File: src/rtl/led_pkg.sv
// Shared definitions for the LED pad-bank controller: register map,
// controller states and register reset values.
package led_pkg;

   localparam logic [1:0] LED_ADDR_LED   = 2'd0;
   localparam logic [1:0] LED_ADDR_DUTY  = 2'd1;
   localparam logic [1:0] LED_ADDR_BMASK = 2'd2;
   localparam logic [1:0] LED_ADDR_BDIV  = 2'd3;

   typedef enum logic [1:0] {
      RUN   = 2'd0,
      DRAIN = 2'd1,
      SLEEP = 2'd2,
      WAKE  = 2'd3
   } led_state_t;

   localparam logic [7:0] LED_RST_LED   = 8'h00;
   localparam logic [7:0] LED_RST_DUTY  = 8'hFF;
   localparam logic [7:0] LED_RST_BMASK = 8'h00;
   localparam logic [7:0] LED_RST_BDIV  = 8'h00;

endpackage

File: src/rtl/led_blink_timer.sv
// Blink timebase: a free-running prescaler produces a tick on every wrap,
// and the tick counter flips the blink phase every (bdiv+1) ticks.
module led_blink_timer
   import led_pkg::*;
#(
   parameter int TICK_W = 16
) (
   input  logic       clk,
   input  logic       rst_n,
   input  logic [7:0] bdiv,
   output logic       phase
);

   localparam logic [TICK_W-1:0] PRE_ONE = TICK_W'(1);
   localparam logic [TICK_W-1:0] PRE_MAX = {TICK_W{1'b1}};

   logic [TICK_W-1:0] prescale;
   logic [7:0]        tick_cnt;
   logic              tick;

   // The tick is the edge on which the prescaler wraps back to zero.
   assign tick = (prescale == PRE_MAX);

   // Prescaler and tick counter; a bdiv below the counter simply lets it wrap.
   always_ff @(posedge clk) begin
      if (!rst_n) begin
         prescale <= '0;
         tick_cnt <= 8'd0;
         phase    <= 1'b0;
      end else begin
         prescale <= prescale + PRE_ONE;
         if (tick) begin
            if (tick_cnt == bdiv) begin
               tick_cnt <= 8'd0;
               phase    <= ~phase;
            end else begin
               tick_cnt <= tick_cnt + 8'd1;
            end
         end
      end
   end

endmodule

File: src/rtl/led_pwm_ctrl.sv
// LED pad-bank controller: register file, PWM dimming, blink masking and
// the WFI sequencer that drains the pads before gating their output-enable.
module led_pwm_ctrl
   import led_pkg::*;
#(
   parameter int TICK_W = 16,
   parameter int SETTLE = 4
) (
   input  logic       clk,
   input  logic       rst_n,
   input  logic       wr_en,
   input  logic       rd_en,
   input  logic [1:0] addr,
   input  logic [7:0] wdata,
   output logic [7:0] rdata,
   input  logic       wfi_req,
   output logic       wfi_ack,
   output logic [7:0] led_bus,
   output logic       led_gate
);

   localparam logic [7:0] SETTLE_LAST = 8'(SETTLE - 1);

   logic [7:0] led_reg;
   logic [7:0] duty_reg;
   logic [7:0] bmask_reg;
   logic [7:0] bdiv_reg;
   logic [7:0] pcnt;
   logic       pwm_on;
   logic       phase;
   led_state_t state;
   logic [7:0] settle_cnt;

   led_blink_timer #(
      .TICK_W (TICK_W)
   ) u_blink (
      .clk   (clk),
      .rst_n (rst_n),
      .bdiv  (bdiv_reg),
      .phase (phase)
   );

   // Register file; a read in the same cycle as a write returns the old value.
   always_ff @(posedge clk) begin
      if (!rst_n) begin
         led_reg   <= LED_RST_LED;
         duty_reg  <= LED_RST_DUTY;
         bmask_reg <= LED_RST_BMASK;
         bdiv_reg  <= LED_RST_BDIV;
         rdata     <= 8'h00;
      end else begin
         if (rd_en) begin
            case (addr)
               LED_ADDR_LED:   rdata <= led_reg;
               LED_ADDR_DUTY:  rdata <= duty_reg;
               LED_ADDR_BMASK: rdata <= bmask_reg;
               LED_ADDR_BDIV:  rdata <= bdiv_reg;
            endcase
         end
         if (wr_en) begin
            case (addr)
               LED_ADDR_LED:   led_reg   <= wdata;
               LED_ADDR_DUTY:  duty_reg  <= wdata;
               LED_ADDR_BMASK: bmask_reg <= wdata;
               LED_ADDR_BDIV:  bdiv_reg  <= wdata;
            endcase
         end
      end
   end

   // Free-running PWM counter, kept running through every controller state.
   always_ff @(posedge clk) begin
      if (!rst_n) begin
         pcnt <= 8'd0;
      end else begin
         pcnt <= pcnt + 8'd1;
      end
   end

   assign pwm_on = (pcnt < duty_reg);

   // WFI sequencer; gate and ack trail the state by one edge so the pads sit
   // low for SETTLE cycles before gating and stay ungated SETTLE cycles after.
   always_ff @(posedge clk) begin
      if (!rst_n) begin
         state      <= RUN;
         settle_cnt <= 8'd0;
         led_gate   <= 1'b0;
         wfi_ack    <= 1'b0;
      end else begin
         led_gate <= (state == SLEEP);
         wfi_ack  <= (state == SLEEP) || (state == WAKE);
         case (state)
            RUN: begin
               if (wfi_req && !wfi_ack) begin
                  state      <= DRAIN;
                  settle_cnt <= 8'd0;
               end
            end
            DRAIN: begin
               if (!wfi_req) begin
                  state <= RUN;
               end else if (settle_cnt == SETTLE_LAST) begin
                  state <= SLEEP;
               end else begin
                  settle_cnt <= settle_cnt + 8'd1;
               end
            end
            SLEEP: begin
               if (!wfi_req) begin
                  state      <= WAKE;
                  settle_cnt <= 8'd0;
               end
            end
            WAKE: begin
               if (settle_cnt == SETTLE_LAST) begin
                  state <= RUN;
               end else begin
                  settle_cnt <= settle_cnt + 8'd1;
               end
            end
         endcase
      end
   end

   // Pad data: pattern only in RUN once the ack has dropped, otherwise low.
   always_ff @(posedge clk) begin
      if (!rst_n) begin
         led_bus <= 8'h00;
      end else if ((state == RUN) && !wfi_ack) begin
         led_bus <= led_reg & {8{pwm_on}} & ~(bmask_reg & {8{phase}});
      end else begin
         led_bus <= 8'h00;
      end
   end

endmodule

File: config.mk
export PLATFORM = sky130hd
export DESIGN_NAME = led_pwm_ctrl
export DESIGN_NICKNAME = d
export VERILOG_FILES = /design/src/rtl/led_pkg.sv /design/src/rtl/led_blink_timer.sv /design/src/rtl/led_pwm_ctrl.sv
export SDC_FILE = /design/constraint.sdc
export NUM_CORES = 1
export LEC_CHECK = 0
export ABC_AREA = 1
export CAP_MARGIN = 5
export CORE_AREA = 2 2 101 103
export CTS_CLUSTER_DIAMETER = 150
export CTS_CLUSTER_SIZE = 14
export DETAILED_ROUTE_END_ITERATION = 8
export DIE_AREA = 0 0 103 105
export GPL_ROUTABILITY_DRIVEN = 0
export PLACE_DENSITY = 0.75
export SLEW_MARGIN = 20
export SYNTH_ARGS = -nofsm -noshare
export SYNTH_HDL_FRONTEND = slang
export SYNTH_SLANG_ARGS = --single-unit
File: constraint.sdc
create_clock -name clk -period 3.9 [get_ports clk]
set_input_delay 0.39 -clock clk [delete_from_list [all_inputs] [get_ports clk]]
set_output_delay 0.39 -clock clk [all_outputs]
set_load 0.01 [all_outputs]
# After elaboration in Yosys (flattened, before gate mapping)
# Index checks and enable logic that the tools add are counted.
[word_totals]
out_inout_bits = 18
word_cells = 65
in_bits = 15
reg_bits = 93
[op_classes]
reduce_logical = 14
bitwise = 5
eq_ne = 14
order_cmp = 1
n_addsub = 4
muxes = 13
[op_table]
columns = ["cell", "count"]
rows = [
  ["case mux 8 bit (4 select lines)", 2],
  ["2-to-1 mux 8 bit", 5],
  ["adder 8 x 1 -> 8 bit (second input constant)", 3],
  ["AND 8 bit", 3],
  ["adder 16 x 1 -> 16 bit (second input constant)", 1],
  ["== test 16 bit (second input constant)", 1],
  ["AND reduction 2 bit", 6],
  ["2-to-1 mux 2 bit", 5],
  ["== test 2 bit (second input constant)", 4],
  ["== test 8 x 2 -> 1 bit (second input constant)", 1],
  ["== test 8 bit", 1],
  ["< comparator 8 bit", 1],
  ["NOT 8 bit", 1],
  ["case mux 2 bit (4 select lines)", 1],
  ["!= test 2 bit (second input constant)", 3],
  ["== test 2 x 1 -> 1 bit (second input constant)", 2],
  ["zero test 2 bit", 2],
  ["AND reduction 4 bit", 1],
  ["!= test 3 bit (second input constant)", 1],
  ["AND reduction 3 bit", 1],
  ["logical AND 1 bit", 2],
  ["!= test 2 x 1 -> 1 bit (second input constant)", 1],
  ["zero test 1 bit", 1],
  ["logical OR 1 bit", 1],
  ["NOT 1 bit", 1],
]

# Logic depth before layout (Yosys ltp)
# Gate-level depths: netlist of run 1.
[depth]
ltp_word = 4
depth_mapped = 10
ltp_nobuf = 10

# Hierarchy
# From an unflattened synthesis of run 1, not the netlist that was laid out.
[hier_totals]
cells_unflattened = 622
hier_area_um2 = 4369.2
[by_module_without_submodules]
columns = ["mod", "seq_area_each_um2", "area_each_um2", "cells_each", "instances"]
rows = [
  ["led_pwm_ctrl", 1361.3, 2931.6, 400, 1],
  ["led_blink_timer", 500.5, 1437.6, 222, 1],
]

# Least setup slack after synthesis of run 1
# Ideal clock, no wire load.
[synth_timing]
kind = "register to register"
startpoint = "register u_blink.prescale[0]"
endpoint = "register u_blink.tick_cnt[0]"
arrival_time_ns = 1.287
required_time_ns = 3.781
path_stages_with_launch = 9
synth_period_minus_slack_ns = 1.406
setup_ns = 0.119
slack_ns = 2.494
n_path_buf = 1
cell_sequence = "dfxtp_1 > ha_1 > nand2_1 > nor2_2 > nand3_4 > nor2_8 > buf_8 > xor2_1 > nor2_1"
[synth_via]
elab_chain_cells = 1
[synth_lines]
columns = ["item", "line", "text"]
rows = [
  ["start, declared", "led_blink_timer.sv:17", "logic [TICK_W-1:0] prescale;"],
  ["start signal, assigned", "led_blink_timer.sv:31", "prescale <= prescale + PRE_ONE;"],
  ["== test 16 bit", "led_blink_timer.sv:22", "assign tick = (prescale == PRE_MAX);"],
  ["end signal, assigned", "led_blink_timer.sv:37", "tick_cnt <= tick_cnt + 8'd1;"],
  ["end, declared", "led_blink_timer.sv:18", "logic [7:0] tick_cnt;"],
]
# No other way between the ends.
# A chain may end at the register's enable or synchronous reset.

# Worst setup path after layout of run 1
[layout_timing]
startpoint = "register wfi_ack"
endpoint = "output port wfi_ack"
[layout_lines]
columns = ["item", "line", "text"]
rows = [
  ["start, declared", "led_pwm_ctrl.sv:17", "output logic wfi_ack,"],
  ["start signal, assigned", "led_pwm_ctrl.sv:92", "wfi_ack <= (state == SLEEP) || (state == WAKE);"],
]
# No word-level cell between the ends.

==> results.yml, run 1 <==
hold_path:
  min_from: "u_blink.prescale[0]"
  hold_depth: 1
  hp-class: "flop to flop"
synthesis:
  avgSynthCellArea_um2: 7.08
  synth_xor_area_frac: 0.00818
  synth_top_family_by_area: "simple AND/OR/NAND/NOR gates"
  synth.area.mux_share: 0
  synthCells: 605
  yosys.area_share.simple: 0.281
  seq_area_frac_synth: 0.435
  ys_types: 31
  synth_compound_gate_area_share: 0.158
  synth-adder-area-share: 0.0321
  syn-num-nets: 631
  yosys_register_bits: 93
  netlist_area_um2: 4280
  yosysWarnings: 0
global_route:
  grt_use_total: 0.186
  first_global_vias: 3627
  grt_pass1_wl_um: 16300
  antenna_found_initial: 0
  grt_overflow: 0
  grt_max_degree: 55
routing:
  dr.max_layer_used: "met4"
  vias: 3885
  wire_per_inst_um: 12.3
  met3_length_um: 414
  drc: 0
  vias_per_cell: 5.02
  drt_iter0_drc: 241
  drtPass1Iterations: 5
  routed_wl_um: 9530
  ant_nets: 0
  wl_met1_um: 4370
  met2_length_um: 4620
clocking:
  cts_max_level: 3
  cts_root_buffer: "clkbuf_8"
  clk_pin_slew_ns: 0.09
  max-clock-path-buffers: 2
  cts_tree: "yes"
  clock-sinks: 93
  cts_resized: 0
  hold_buffers: 0
  numCtsBuffers: 9
  post_cts_buffers: 0
  worstSkewPairLatency_ns: 0.35
layout:
  multi_input_area_um2: 2050
  layout_common_cells: "nand2_1, dfxtp_1, nor2_1"
  num-nets-final: 662
  ff_latch_area_um2: 1860
  fin_util: 0.508
  syn_to_final_growth_pct: 14.3
  largest_register_ffs: 16
  final.fill_count: 975
  drive_gt1_frac: 0.0562
  top_register: "u_blink.prescale"
  final_common_cell: "nand2_1"
  antenna_cells: 0
worst_setup_path:
  cp_num_buf_inv: 1
  crit_slowest_cell: "clkdlybuf4s50_1"
  cp-startpoint: "wfi_ack"
  r2r.worst_path.cells: 8
  timing.rr.end: "u_blink.tick_cnt[0]"
  path_cells: "clkdlybuf4s50_1"
  cp_max_fo: 3
  crit_arrival_ns: 1.33
  crit_cells: 1
  reg2reg_slack_ns: 2.22
  critPathTopFamily: "buffers and inverters"
  cp-end-kind: "output pin"
  startpoint_type: "flop"
  rr_startpoint: "u_blink.prescale[0]"
  critPathKind: "flop to output pin"
  cp-endpoint: "wfi_ack"
  worstPathRequired_ns: 3.51
  slowest_delay_ns: 0.56
floorplan:
  io_pins: 33
  rows: 36
  die_y_um: 105
  die_w_um: 103
  coreArea_um2: 9640
  initial_core_util: 0.444
  dieArea_um2: 10800
timing:
  finalCriticalPeriod_ns: 1.72
  setup_tns_ns: 0
  hold_viol: 0
  period_share: 0.440
  relSlewSlack: 0.655
  setup_violations: 0
  drv_slew: 0
  fmax_ghz: 0.583
  rsz0062_at_grt: "false"
  skew_ns: 0.00921
  worstMarginPinSlew_ns: 0.516
power:
  vdd_drop_max_v: 0.000230
  power.leakage_nw: 2.03
  power_density_nw_per_um2: 365
job:
  drv_cap: 0
status:
  outcome: "finished clean"
placement:
  dp_hpwl_um: 7100
  portBuffers: 32
## Yosys cell counts
master,count,area (um^2)
a211oi_1,1,7.51
a21oi_1,62,310
and2_1,1,6.26
buf_1,1,3.75
buf_2,1,5.00
buf_8,1,15.0
clkbuf_1,10,37.5
dfxtp_1,93,1860
ha_1,11,138
inv_1,77,289
inv_2,5,18.8
nand2_1,128,480
nand2_2,4,25.0
nand3_1,37,185
nand3_4,1,17.5
nand3b_1,1,7.51
nand4_1,8,50.1
nor2_1,78,293
nor2_2,5,31.3
nor2_4,2,22.5
nor2_8,1,20.0
nor3_1,5,25.0
nor3_2,1,10.0
nor3b_1,1,7.51
nor4_4,1,21.3
o211ai_1,8,60.1
o21a_1,2,15.0
o21ai_0,42,210
o21ai_1,5,25.0
o22ai_1,8,50.1
xor2_1,4,35.0
## cell type report
class	instances	share of cell area
clock buffers	12	0.0317
clock inverters	4	0.00460
inverters	82	0.0629
multi-input cells	417	0.419
flip-flops and latches	93	0.380
well taps	133	0.0340
repair buffers	33	0.0670
## power breakdown
group | total (W) | switching (W) | internal [W] | leakage (nW)
registers | 0.00101 | 0.0000269 | 0.000985 | 0.758
logic | 0.000190 | 0.000115 | 0.0000750 | 1.18
clock network | 0.000586 | 0.000322 | 0.000264 | 0.0921
## metrics by stage
stage	worst slack, ns	total power (W)	hold slack (ns)	std cells	cell area, um^2
after floorplan	2.49	0.00115	0.418	605	4280
after global placement	2.01	0.00122	0.430	758	4720
after detailed placement	1.96	0.00122	0.447	758	4720
after CTS	2.15	0.00180	0.461	774	4890
after global routing	1.99	0.00188	0.486	774	4890
final	2.18	0.00179	0.463	774	4890
## routing by layer
metal	vias up	GRT usage
met5	-	0
met4	0	0.0470
met3	14	0.0448
met2	77	0.311
met1	1761	0.238
li1	2033	-
## worst min path at each step
stage	end
6_report	u_blink.prescale[0]
5_1_grt	u_blink.prescale[0]
4_1_cts	u_blink.prescale[0]
3_5_place_dp	u_blink.prescale[0]
3_3_place_gp	u_blink.prescale[0]
2_1_floorplan	u_blink.prescale[0]
## cells by family after synthesis
kind of cell | after synthesis
AOI/OAI and AO/OA | 128
xor gates and xnor gates | 4
adders and majority gates | 11
buffers and inverters | 95
DFF | 93
and+or+nand+nor | 274
(Power assumes the default switching activity.)
==> run 2: changes to the inputs <==
==> constraint.sdc (replaced) <==
create_clock -name clk -period 1.7 [get_ports clk]
set_input_delay 0.17 -clock clk [delete_from_list [all_inputs] [get_ports clk]]
set_output_delay 0.17 -clock clk [all_outputs]
set_load 0.01 [all_outputs]
==> run 2 against run 1 <==
  * Sequential share of layout area decreased by 0.63 points
  * Flip-flop and latch count unchanged
  * First-iteration DRC count decreased by 6.6%
  * Sequential power is 130% higher
  * Non-clock buffer count is 7 higher
  * Register-to-register slack worse by 2.1 ns
  * Design area increased by 1.7%
  * Largest power group unchanged
  * Highest routed layer unchanged
==> results.yml, run 2 (synthesis results as in run 1) <==
clocking:
  clk_pin_slew_ns: 0.09
  max-clock-path-buffers: 2
  numCtsBuffers: 9
  clock-sinks: 93
  cts_resized: 0
  hold_buffers: 0
  cts_tree: "yes"
  worstSkewPairLatency_ns: 0.35
  cts_root_buffer: "clkbuf_8"
  cts_max_level: 3
  post_cts_buffers: 0
routing:
  vias: 3936
  drt_iter0_drc: 225
  drtPass1Iterations: 5
  routed_wl_um: 9580
  vias_per_cell: 5.05
  ant_nets: 0
  wire_per_inst_um: 12.3
  drc: 0
worst_setup_path:
  startpoint_type: "flop"
  cp-startpoint: "u_blink.prescale[0]"
  critPathTopFamily: "simple AND/OR/NAND/NOR gates"
  worstPathRequired_ns: 1.95
  cp-end-kind: "flop"
  timing.rr.end: "u_blink.tick_cnt[7]"
  crit_slowest_cell: "dfxtp_1"
  cp_num_buf_inv: 1
  r2r.worst_path.cells: 9
  critPathKind: "flop to flop"
  path_cells: "ha_1, nand2_1, nor2_4, nand3_4, nor2_8, buf_4, nand3_1, nand2_1, nor2_1"
  slowest_delay_ns: 0.36
  cpMostUsedCell: "nand2_1"
  crit_arrival_ns: 1.80
  rr_startpoint: "u_blink.prescale[0]"
  cp_max_fo: 14
  reg2reg_slack_ns: 0.14
power:
  vdd_drop_max_v: 0.000423
  power_density_nw_per_um2: 847
  power.leakage_nw: 2.07
global_route:
  grt_pass1_wl_um: 16100
  antenna_found_initial: 0
  grt_overflow: 0
  grt_use_total: 0.185
  first_global_vias: 3474
  grt_max_degree: 60
layout:
  syn_to_final_growth_pct: 16.2
  fin_area_um2: 4980
  layout_common_cells: "nand2_1, dfxtp_1, nor2_1"
  drive_gt1_frac: 0.0666
  largest_register_ffs: 16
  antenna_cells: 0
  num-nets-final: 669
  top_register: "u_blink.prescale"
  final_common_cell: "nand2_1"
timing:
  setup_tns_ns: 0
  setup_violations: 0
  finalCriticalPeriod_ns: 1.56
  worstMarginPinSlew_ns: 0.470
  drv_slew: 0
  period_share: 0.916
  skew_ns: 0.00762
  rsz0062_at_grt: "false"
  relSlewSlack: 0.686
  hold_viol: 0
  fmax_ghz: 0.642
floorplan:
  die_w_um: 103
  dieArea_um2: 10800
  rows: 36
  io_pins: 33
  initial_core_util: 0.444
  die_y_um: 105
  coreArea_um2: 9640
placement:
  postPlaceCellArea_um2: 4780
  dp_hpwl_um: 7030
  portBuffers: 32
hold_path:
  hp-class: "flop to flop"
  min_from: "u_blink.prescale[0]"
  hold_depth: 1
  min_to: "u_blink.prescale[0]"
job:
  drv_cap: 0
status:
  outcome: "finished clean"
[run 2: worst max-delay path by stage]
stage / to / slack, ns / cells after the start
finish: u_blink.tick_cnt[7] / 0.14 / 9
global route: led_bus[3] / 0.004 / 7
CTS: u_blink.tick_cnt[5] / 0.09 / 9
detailed placement: bmask_reg[2] / 0.07 / 4
global placement: bmask_reg[0] / 0.13 / 4
floorplan: u_blink.tick_cnt[0] / 0.29 / 8
[run 2: stage by stage]
stage | setup WS, ns | utilization | hold slack (ns) | power, W | std cells
after global routing | 0.00367 | 0.516 | 0.479 | 0.00440 | 779
after CTS | 0.0933 | 0.516 | 0.456 | 0.00426 | 779
final | 0.143 | 0.516 | 0.451 | 0.00422 | 779
after global placement | 0.128 | 0.496 | 0.429 | 0.00281 | 765
after floorplan | 0.294 | - | 0.300 | 0.00263 | 605
after detailed placement | 0.0701 | 0.496 | 0.436 | 0.00282 | 765
[run 2: worst register-to-register path, cell delays in order (launching register included)]
cell,delay (ns)
dfxtp_1,0.36
ha_1,0.18
nand2_1,0.11
nor2_4,0.16
nand3_4,0.12
nor2_8,0.10
buf_4,0.20
nand3_1,0.10
nand2_1,0.08
nor2_1,0.05
[run 2: layout make-up]
class	instances	area, um^2
Fill cell	936	4660
Clock inverter	4	50.0
Inverter	82	308
Clock buffer	10	138
Multi-Input combinational cell	417	2060
Timing Repair Buffer	40	393
Tap cell	133	166
Sequential cell	93	1860
[run 2: power breakdown]
group	switching (W)	internal, W	total, W	leakage (nW)
combinational	0.000269	0.000185	0.000453	1.22
sequential	0.0000606	0.00226	0.00232	0.758
clock	0.000742	0.000701	0.00144	0.0902
total	0.00107	0.00315	0.00422	2.07
[run 2: layer usage]
metal	part of all wire	track usage	vias to the layer above	routed length (um)
li1	-	-	2033	-
met2	0.47	0.286	114	4500
met5	0	0	-	0
met1	0.46	0.259	1778	4430
met4	0.014	0.0508	0	137
met3	0.053	0.0401	11	504
